### config.mk
export PLATFORM = sky130hd
export DESIGN_NAME = ex_result_stage
export DESIGN_NICKNAME = d
export VERILOG_FILES = /design/src/rtl/ex_pkg.sv /design/src/rtl/ex_setcond.sv /design/src/rtl/ex_result_stage.sv
export SDC_FILE = /design/constraint.sdc
export NUM_CORES = 1
export LEC_CHECK = 0
export ABC_AREA = 1
export BUFFER_PORTS_ARGS = -buffer_cell sky130_fd_sc_hd__buf_2
export CORE_MARGIN = 4
export CORE_UTILIZATION = 42
export CTS_CLUSTER_SIZE = 20
export DETAILED_ROUTE_END_ITERATION = 6
export PLACE_DENSITY = 0.76
export REMOVE_ABC_BUFFERS = 1
export SETUP_SLACK_MARGIN = 0.1
export SYNTH_ARGS = -nofsm -noshare
export SYNTH_HDL_FRONTEND = slang
export SYNTH_SLANG_ARGS = --single-unit
### constraint.sdc
create_clock -name CLK -period 1.3 [get_ports CLK]
set_input_delay 0.13 -clock CLK [delete_from_list [all_inputs] [get_ports CLK]]
set_output_delay 0.13 -clock CLK [all_outputs]
set_load 0.02 [all_outputs]
### src/rtl/ex_pkg.sv
// Shared execute-stage definitions.
//   EX_N       : default datapath width (matches the upstream adder)
//   ex_op_e    : result op codes (pass-through and set-conditions on A-B)
//   ex_state_e : result-stage control states
package ex_pkg;

    localparam int EX_N = 32;

    typedef enum logic [2:0] {
        OP_PASS_S = 3'b000,
        OP_PASS_U = 3'b001,
        OP_SEQ    = 3'b010,
        OP_SNE    = 3'b011,
        OP_SLT    = 3'b100,
        OP_SGE    = 3'b101,
        OP_SGT    = 3'b110,
        OP_SLE    = 3'b111
    } ex_op_e;

    typedef enum logic {
        ST_RUN     = 1'b0,
        ST_TRAPPED = 1'b1
    } ex_state_e;

endpackage

### src/rtl/ex_setcond.sv
// Combinational result select for the execute result stage.
// Ports:
//   i_op     : result op code
//   i_sum    : adder sum (A-B for the set-conditions)
//   i_ovf    : adder signed overflow
//   o_result : SUM for pass ops, zero-extended condition bit otherwise
module ex_setcond
    import ex_pkg::*;
#(
    parameter int N = EX_N
) (
    input  ex_op_e         i_op,
    input  logic [N-1:0]   i_sum,
    input  logic           i_ovf,
    output logic [N-1:0]   o_result
);

    logic w_lt;
    logic w_eq;
    logic w_gt;
    logic w_cond;

    // True sign of A-B: the sum's sign bit is wrong exactly when it overflowed.
    assign w_lt = i_sum[N-1] ^ i_ovf;
    assign w_eq = (i_sum == '0);
    assign w_gt = !w_lt && !w_eq;

    always_comb begin
        w_cond = 1'b0;
        case (i_op)
            OP_SEQ:  w_cond = w_eq;
            OP_SNE:  w_cond = !w_eq;
            OP_SLT:  w_cond = w_lt;
            OP_SGE:  w_cond = !w_lt;
            OP_SGT:  w_cond = w_gt;
            OP_SLE:  w_cond = !w_gt;
            default: w_cond = 1'b0;
        endcase
    end

    always_comb begin
        o_result = '0;
        if (i_op == OP_PASS_S || i_op == OP_PASS_U) begin
            o_result = i_sum;
        end else begin
            o_result = {{(N-1){1'b0}}, w_cond};
        end
    end

endmodule

### src/rtl/ex_result_stage.sv
// Execute result stage: turns adder outputs into a registered result with a
// valid/ready handshake toward writeback, and raises a trap on signed
// overflow of a trapping pass op.
// Ports:
//   CLK, RST                     : clock, async active-high reset
//   IN_VALID/IN_READY            : upstream handshake
//   OP, SUM, COUT, OVF, TRAP_EN  : op code, adder outputs, trap enable
//   OUT_VALID/OUT_READY, RESULT  : registered downstream handshake
//   TRAP, TRAP_ACK, FLUSH        : overflow trap flag, its ack, pipeline flush
//
// state   | meaning
// RUN     | normal operation, accepting input when output slot is free
// TRAPPED | overflow trap raised, input blocked until TRAP_ACK or FLUSH
module ex_result_stage
    import ex_pkg::*;
#(
    parameter int N = EX_N
) (
    input  logic           CLK,
    input  logic           RST,
    input  logic           IN_VALID,
    output logic           IN_READY,
    input  logic [2:0]     OP,
    input  logic [N-1:0]   SUM,
    input  logic           COUT,
    input  logic           OVF,
    input  logic           TRAP_EN,
    output logic           OUT_VALID,
    input  logic           OUT_READY,
    output logic [N-1:0]   RESULT,
    output logic           TRAP,
    input  logic           TRAP_ACK,
    input  logic           FLUSH
);

    ex_state_e    r_state;
    ex_state_e    w_state_nxt;
    logic         r_out_valid;
    logic [N-1:0] r_result;

    ex_op_e       w_op;
    logic [N-1:0] w_sel_result;
    logic         w_accept;
    logic         w_trap_hit;
    logic         w_unused_cout;

    // Carry-out plays no part in any result.
    assign w_unused_cout = COUT;

    assign w_op       = ex_op_e'(OP);
    assign w_accept   = IN_VALID && IN_READY;
    assign w_trap_hit = (w_op == OP_PASS_S) && OVF && TRAP_EN;

    ex_setcond #(.N(N)) u_setcond (
        .i_op     (w_op),
        .i_sum    (SUM),
        .i_ovf    (OVF),
        .o_result (w_sel_result)
    );

    always_ff @(posedge CLK or posedge RST) begin
        if (RST) begin
            r_state <= ST_RUN;
        end else begin
            r_state <= w_state_nxt;
        end
    end

    always_comb begin
        w_state_nxt = r_state;
        if (FLUSH) begin
            w_state_nxt = ST_RUN;
        end else begin
            case (r_state)
                ST_RUN:     if (w_accept && w_trap_hit) w_state_nxt = ST_TRAPPED;
                ST_TRAPPED: if (TRAP_ACK)               w_state_nxt = ST_RUN;
                default:                                w_state_nxt = ST_RUN;
            endcase
        end
    end

    always_comb begin
        IN_READY = !RST && (r_state == ST_RUN) && !FLUSH && (!r_out_valid || OUT_READY);
        TRAP     = (r_state == ST_TRAPPED);
    end

    // A trapping accept loads nothing; any older result was necessarily
    // being drained in that same cycle, so the valid falls through to the
    // OUT_READY branch.
    always_ff @(posedge CLK or posedge RST) begin
        if (RST) begin
            r_out_valid <= 1'b0;
            r_result    <= '0;
        end else begin
            if (FLUSH) begin
                r_out_valid <= 1'b0;
            end else if (w_accept && !w_trap_hit) begin
                r_out_valid <= 1'b1;
            end else if (OUT_READY) begin
                r_out_valid <= 1'b0;
            end
            if (w_accept && !w_trap_hit) begin
                r_result <= w_sel_result;
            end
        end
    end

    assign OUT_VALID = r_out_valid;
    assign RESULT    = r_result;

endmodule

=== Word level (Yosys, flattened, before mapping) ===
Index checks and enable logic that the tools add are counted.

* Bits in registers: 34
* Latch bits: 0
* Bits in writable memories: 0
* Bits in read-only memories: 0
* Bits of input ports: 44
* Output and inout port bits: 35
* Word-level logic and storage cells: 42
* Memories kept: 0

* $add $sub $neg: 0
* $mul: 0
* Div/mod/pow operators: 0
* Magnitude comparators: 0
* Equal/unequal tests: 7
* Shift-type cells: 0
* Multiplexer cells: 9
* Bitwise gates (word level): 2
* Reduce and logical (&&, ||, !) cells: 21

{| class="wikitable"
|+ Operators by type and width
! operator !! count
|-
| zero test 32 bit || 1
|-
| 2-to-1 mux 32 bit || 1
|-
| == test 3 bit (second input constant) || 4
|-
| logical AND 1 bit || 9
|-
| zero test 1 bit || 7
|-
| == test 3 x 2 -> 1 bit (second input constant) || 2
|-
| 2-to-1 mux 1 bit || 6
|-
| one-hot mux 1 bit (6 select lines) || 1
|-
| == test 3 x 1 -> 1 bit (second input constant) || 1
|-
| zero test 3 bit || 1
|-
| nonzero test 3 bit || 1
|-
| logical OR 1 bit || 2
|-
| one-hot mux 1 bit (2 select lines) || 1
|-
| inverter 1 bit || 1
|-
| XOR 1 bit || 1
|}

=== Longest topological paths before layout ===
* Depth after elaboration: 9
* Depth in mapped cells: 12
* Gate-level depth less buffers: 12

=== Modules after synthesis ===
A second synthesis with hierarchy kept.

* Cells, all modules: 285
* Area, all modules: 1996.9 µm²

{| class="wikitable"
|+ Modules (own cells, without submodules)
! module !! times used !! cells an instance !! area an instance (µm²) !! seq. area each (µm²)
|-
| ex_result_stage || 1 || 166 || 1503.9 || 850.8
|-
| ex_setcond || 1 || 119 || 493.0 || 0.0
|}

=== Least setup slack after synthesis ===
Ideal clock, no wire load.

* Path kind: register to register
* Start point: reg r_state (netlist: TRAP)
* End point: reg r_result[11] (netlist: RESULT[11])
* Library setup time: 118 ps
* Data arrival time: 1563 ps
* Data required time: 1182 ps
* Setup slack: -381 ps
* Cell stages (with the launch flop): 9
* Path buffers: 1
* Clock period less this slack: 1681 ps
* Path through: dfrtp_1 > or3_4 > nor2_4 > nand2_4 > nor2_8 > inv_4 > buf_6 > nand2_1 > nand2_1

* Longest elaborated chain between the ends: 6

{| class="wikitable"
|+ RTL lines
! item !! line !! RTL
|-
| from (decl) || ex_result_stage.sv:36 || <nowiki>ex_state_e r_state;</nowiki>
|-
| from (signal assigned) || ex_result_stage.sv:65 || <nowiki>r_state <= w_state_nxt;</nowiki>
|-
| inverter 1 bit || n/a ||
|-
| logical AND 1 bit (3 in a row) || ex_result_stage.sv:83 || <nowiki>IN_READY = !RST && (r_state == ST_RUN) && !FLUSH && (!r_out_valid || OUT_READY);</nowiki>
|-
| via IN_READY || ex_result_stage.sv:22 || <nowiki>output logic IN_READY,</nowiki>
|-
| logical AND 1 bit || ex_result_stage.sv:51 || <nowiki>assign w_accept = IN_VALID && IN_READY;</nowiki>
|-
| logical AND 1 bit || ex_result_stage.sv:102 || <nowiki>if (w_accept && !w_trap_hit) begin</nowiki>
|-
| to (signal assigned) || ex_result_stage.sv:103 || <nowiki>r_result <= w_sel_result;</nowiki>
|-
| to (decl) || ex_result_stage.sv:39 || <nowiki>logic [N-1:0] r_result;</nowiki>
|}

The timed path passes the listed nets, and every way through them passes these cells.
A chain may end at the register's enable or synchronous reset.

=== Worst setup path in the final report ===
* Start point: reg r_state (netlist: TRAP)
* End point: out IN_READY

* Longest elaborated chain between the ends: 4

{| class="wikitable"
|+ RTL lines
! item !! line
|-
| inverter 1 bit || n/a
|-
| logical AND 1 bit (3 in a row) || ex_result_stage.sv:83
|-
| to (decl) || ex_result_stage.sv:22
|}

Every way passes these cells.

==> impl_metrics.xml <==
<?xml version="1.0" encoding="UTF-8"?>
<metrics>
  <group name="final_layout">
    <metric name="ff_latch_area" unit="sq um">850.8</metric>
    <metric name="final_common_cell" unit="">nand2_1</metric>
    <metric name="insertedDiodeCount" unit="">0</metric>
    <metric name="drive_gt1_frac" unit="">0.3227</metric>
    <metric name="multi_input_gate_area" unit="sq um">730.7</metric>
    <metric name="area_delta_synth_final" unit="%">34.33</metric>
    <metric name="design_area" unit="sq um">2316</metric>
    <metric name="most_used_cells_in_the_layout_excluding_fill_and_tap_cells" unit="">nand2_1, buf_2, nand3_1</metric>
    <metric name="layout_net_count" unit="">356</metric>
    <metric name="fillerInstances" unit="">390</metric>
    <metric name="finalCoreUtilization" unit="">0.5832</metric>
  </group>
  <group name="yosys">
    <metric name="synth_area_leader_cell" unit="">dfrtp_1</metric>
    <metric name="post_synth_inst_count" unit="">226</metric>
    <metric name="synth.top_cells.by_area" unit="">dfrtp_1, nand2_1, nand3_1, nor2_1, buf_6</metric>
    <metric name="synthesis.area" unit="sq um">1724</metric>
    <metric name="number_of_distinct_standard_cells_referenced_by_the_synthesized_netlist" unit="">21</metric>
    <metric name="yosysWarnings" unit="">0</metric>
    <metric name="syn_area_per_cell" unit="sq um">7.629</metric>
    <metric name="yosys.area.top_type_share" unit="">0.4935</metric>
    <metric name="postSynthRegisterBits" unit="">34</metric>
    <metric name="sequential_element_share_of_the_synthesized_area" unit="">0.4935</metric>
  </group>
  <group name="detailed_routing">
    <metric name="post_drt_wl_per_cell" unit="um">11.96</metric>
    <metric name="post_detailed_route_via_to_cell_ratio" unit="">4.628</metric>
    <metric name="antenna_left" unit="">0</metric>
    <metric name="detailed_route_drc_error_count" unit="">0</metric>
    <metric name="route.vias.total" unit="">1680</metric>
    <metric name="totalWireLength" unit="um">4341</metric>
    <metric name="drt_first_iter_violations" unit="">58</metric>
    <metric name="first_pass_iters" unit="">4</metric>
  </group>
  <group name="worst_hold_path">
    <metric name="hold_end" unit="">TRAP</metric>
    <metric name="hold_path.startpoint" unit="">TRAP_ACK</metric>
    <metric name="hold_depth" unit="">2</metric>
    <metric name="hp-class" unit="">in -&gt; reg</metric>
  </group>
  <group name="floorplan">
    <metric name="io-pin-count" unit="">79</metric>
    <metric name="row_count" unit="">23</metric>
    <metric name="design.die.area" unit="sq um">5194</metric>
    <metric name="initial_utilization" unit="">0.4342</metric>
    <metric name="die_width" unit="um">72.07</metric>
    <metric name="die_h" unit="um">72.07</metric>
    <metric name="coreArea" unit="sq um">3971</metric>
  </group>
  <group name="worst_setup_path">
    <metric name="timing.critical_path.slowest_stage_cell" unit="">dfrtp_1</metric>
    <metric name="crit_family" unit="">simple AND/OR/NAND/NOR gates</metric>
    <metric name="critical_path.max_fanout" unit="">2</metric>
    <metric name="cpPeakStageDelay" unit="ns">0.38</metric>
    <metric name="worst_setup_path_end_kind" unit="">primary output</metric>
    <metric name="worstPathCellList" unit="">or3_4, nor2_4, buf_6, buf_6</metric>
    <metric name="reg2reg_end" unit="">RESULT[0]</metric>
    <metric name="worstSetupPathType" unit="">reg -&gt; out</metric>
    <metric name="timing.reg2reg.worst_path_depth" unit="">8</metric>
    <metric name="buffers_inverters_on_critical_path" unit="">2</metric>
    <metric name="timing.critical_path.from_type" unit="">flop</metric>
    <metric name="worst_r2r_startpoint" unit="">TRAP</metric>
    <metric name="timing.critical_path.mode_cell" unit="">buf_6</metric>
    <metric name="worst_reg2reg_setup_slack" unit="ns">-0.21</metric>
    <metric name="timing.critical_path.required" unit="ns">1.17</metric>
    <metric name="worst_ep_arrival_time" unit="ns">1.38</metric>
  </group>
  <group name="pwr">
    <metric name="cell_pwr_density" unit="nW/um^2">1114</metric>
    <metric name="power.ir.vdd_worst" unit="mV">0.6458</metric>
    <metric name="total_power" unit="mW">2.579</metric>
    <metric name="power.leakage" unit="nW">1.398</metric>
  </group>
  <group name="sta">
    <metric name="setup_tns" unit="ns">-6.151</metric>
    <metric name="timing.final.crit_share" unit="">1.161</metric>
    <metric name="rsz0062_at_grt" unit="">yes</metric>
    <metric name="min_period" unit="ns">1.510</metric>
    <metric name="fmax" unit="MHz">662.4</metric>
    <metric name="timing.slew.headroom" unit="">0.7730</metric>
    <metric name="timing.clock.skew" unit="ns">0.003937</metric>
    <metric name="transition_time_at_the_pin_with_the_least_slew_margin" unit="ns">0.3405</metric>
    <metric name="final_max_slew_viol_count" unit="">0</metric>
    <metric name="hold_violations" unit="">0</metric>
    <metric name="layout_setup_ws" unit="ns">-0.2096</metric>
    <metric name="setup-violations-final" unit="">35</metric>
  </group>
  <group name="flow_run">
    <metric name="drv.max_cap_violation_count" unit="">0</metric>
  </group>
  <group name="clock_network">
    <metric name="cts.reportedPaths.clkPinSlew" unit="ns">0.06</metric>
    <metric name="cts_tree" unit="">done</metric>
    <metric name="cts-htree-levels" unit="">2</metric>
    <metric name="cts_sinks" unit="">34</metric>
    <metric name="cts-buffers-inserted" unit="">5</metric>
    <metric name="clock_tree.root_cell" unit="">clkbuf_8</metric>
    <metric name="worstSkewPairLatency" unit="ns">0.28</metric>
    <metric name="clock_tree.buffer_depth" unit="">2</metric>
  </group>
  <group name="placement">
    <metric name="placed_cell_area" unit="sq um">2188</metric>
    <metric name="detailedPlacementHpwl" unit="um">3292</metric>
    <metric name="setup_slack_after_placement" unit="ns">-0.2355</metric>
    <metric name="place.gp.congestion" unit="">0.7604</metric>
    <metric name="place.port_buffers" unit="">77</metric>
  </group>
  <group name="outcome">
    <metric name="result_of_the_run" unit="">finished with violations</metric>
    <metric name="failing_checks" unit="">setup timing</metric>
  </group>
  <group name="global_route">
    <metric name="maximum_number_of_pins_on_one_net_before_global_route_repair" unit="">34</metric>
    <metric name="grt_antenna_before_repair" unit="">0</metric>
    <metric name="grt.total_usage" unit="">0.1807</metric>
    <metric name="first_global_vias" unit="">1727</metric>
    <metric name="grt.overflow.total" unit="">0</metric>
    <metric name="grt_pass1_wl" unit="um">7424</metric>
  </group>
</metrics>
[Yosys cell counts]
library cell,count
a211oi_1,1
a21oi_1,1
a31oi_1,1
buf_6,6
clkbuf_1,3
clkinv_1,1
dfrtp_1,34
inv_1,15
inv_4,1
nand2_1,85
nand2_4,1
nand3_1,37
nand4_1,1
nor2_1,32
nor2_4,1
nor2_8,1
nor3_1,1
o21ai_0,1
or2_2,1
or3_4,1
xnor2_1,1
[per-layer routing]
metal,global-route usage,part of all wire,vias to the layer above
met2,0.3003,0.47,56
met1,0.2220,0.43,744
met3,0.05402,0.079,6
met4,0.06472,0.014,0
met5,0,0,-
li1,-,-,874
[where the power goes]
group / switching (mW) / leakage (nW) / internal, mW
combinational: 0.360 / 0.890 / 0.216
sequential: 0.0533 / 0.460 / 1.16
clock: 0.367 / 0.0482 / 0.427
[state kept, by name (all words and copies together) (netlist names)]
| signal | count |
|---|---|
| TRAP | 1 |
| OUT_VALID | 1 |
| RESULT | 32 |
[area by class of cell]
class                           instances  area share
Sequential cell                        34      0.3674
Multi-Input combinational cell        166      0.3155
Timing Repair Buffer                   88      0.2199
Clock buffer                            7     0.03728
Inverter                               17     0.03079
Tap cell                               50     0.02701
Clock inverter                          1    0.002161
[timing repair]
item                       in CTS  in global routing
setup endpoints to repair      35                 35
pin swaps                       2                  0
buffers inserted                0                  1
hold buffers                    1                  0
gates resized for setup         5                  1
hold endpoints to repair       34                  0
[per-stage QoR]
| step | instances | hold WS, ns |
|---|---|---|
| 2_1_floorplan | 217 | 0.1964 |
| 3_3_place_gp | 353 | 0.1552 |
| 3_5_place_dp | 353 | 0.1630 |
| 4_1_cts | 362 | 0.01583 |
| 5_1_grt | 363 | 0.03080 |
| 6_report | 363 | 0.02893 |
[worst max path at each step]
stage,start,to,slack [ns],cells past startpoint
3_3_place_gp,TRAP,RESULT[0],-0.19,8
2_1_floorplan,OP[2],RESULT[0],-0.80,8
3_5_place_dp,TRAP,RESULT[0],-0.24,8
5_1_grt,TRAP,RESULT[0],-0.31,8
6_report,TRAP,IN_READY,-0.21,4
4_1_cts,TRAP,IN_READY,-0.22,4
[cells by family (layout without fill, tap and decap cells)]
logic type      count (synthesis)  in the layout  share of synthesized area
simple gates                  161            161                     0.4035
compound gates                  4              4                    0.01379
flops                          34             34                     0.4935
buf+inv                        26            113                    0.08417
xor+xnor                        1              1                   0.005081
[worst reg2reg max path: stages (launching register included)]
cell and delay, ns:
dfrtp_1 0.38, or3_4 0.34, nor2_4 0.15, nand2_4 0.08, nor2_8 0.16, inv_8 0.11, nor2_1 0.11, nand2_1 0.06
nand2_1 0.06
No activity file was read; power rests on OpenSTA's default activity.
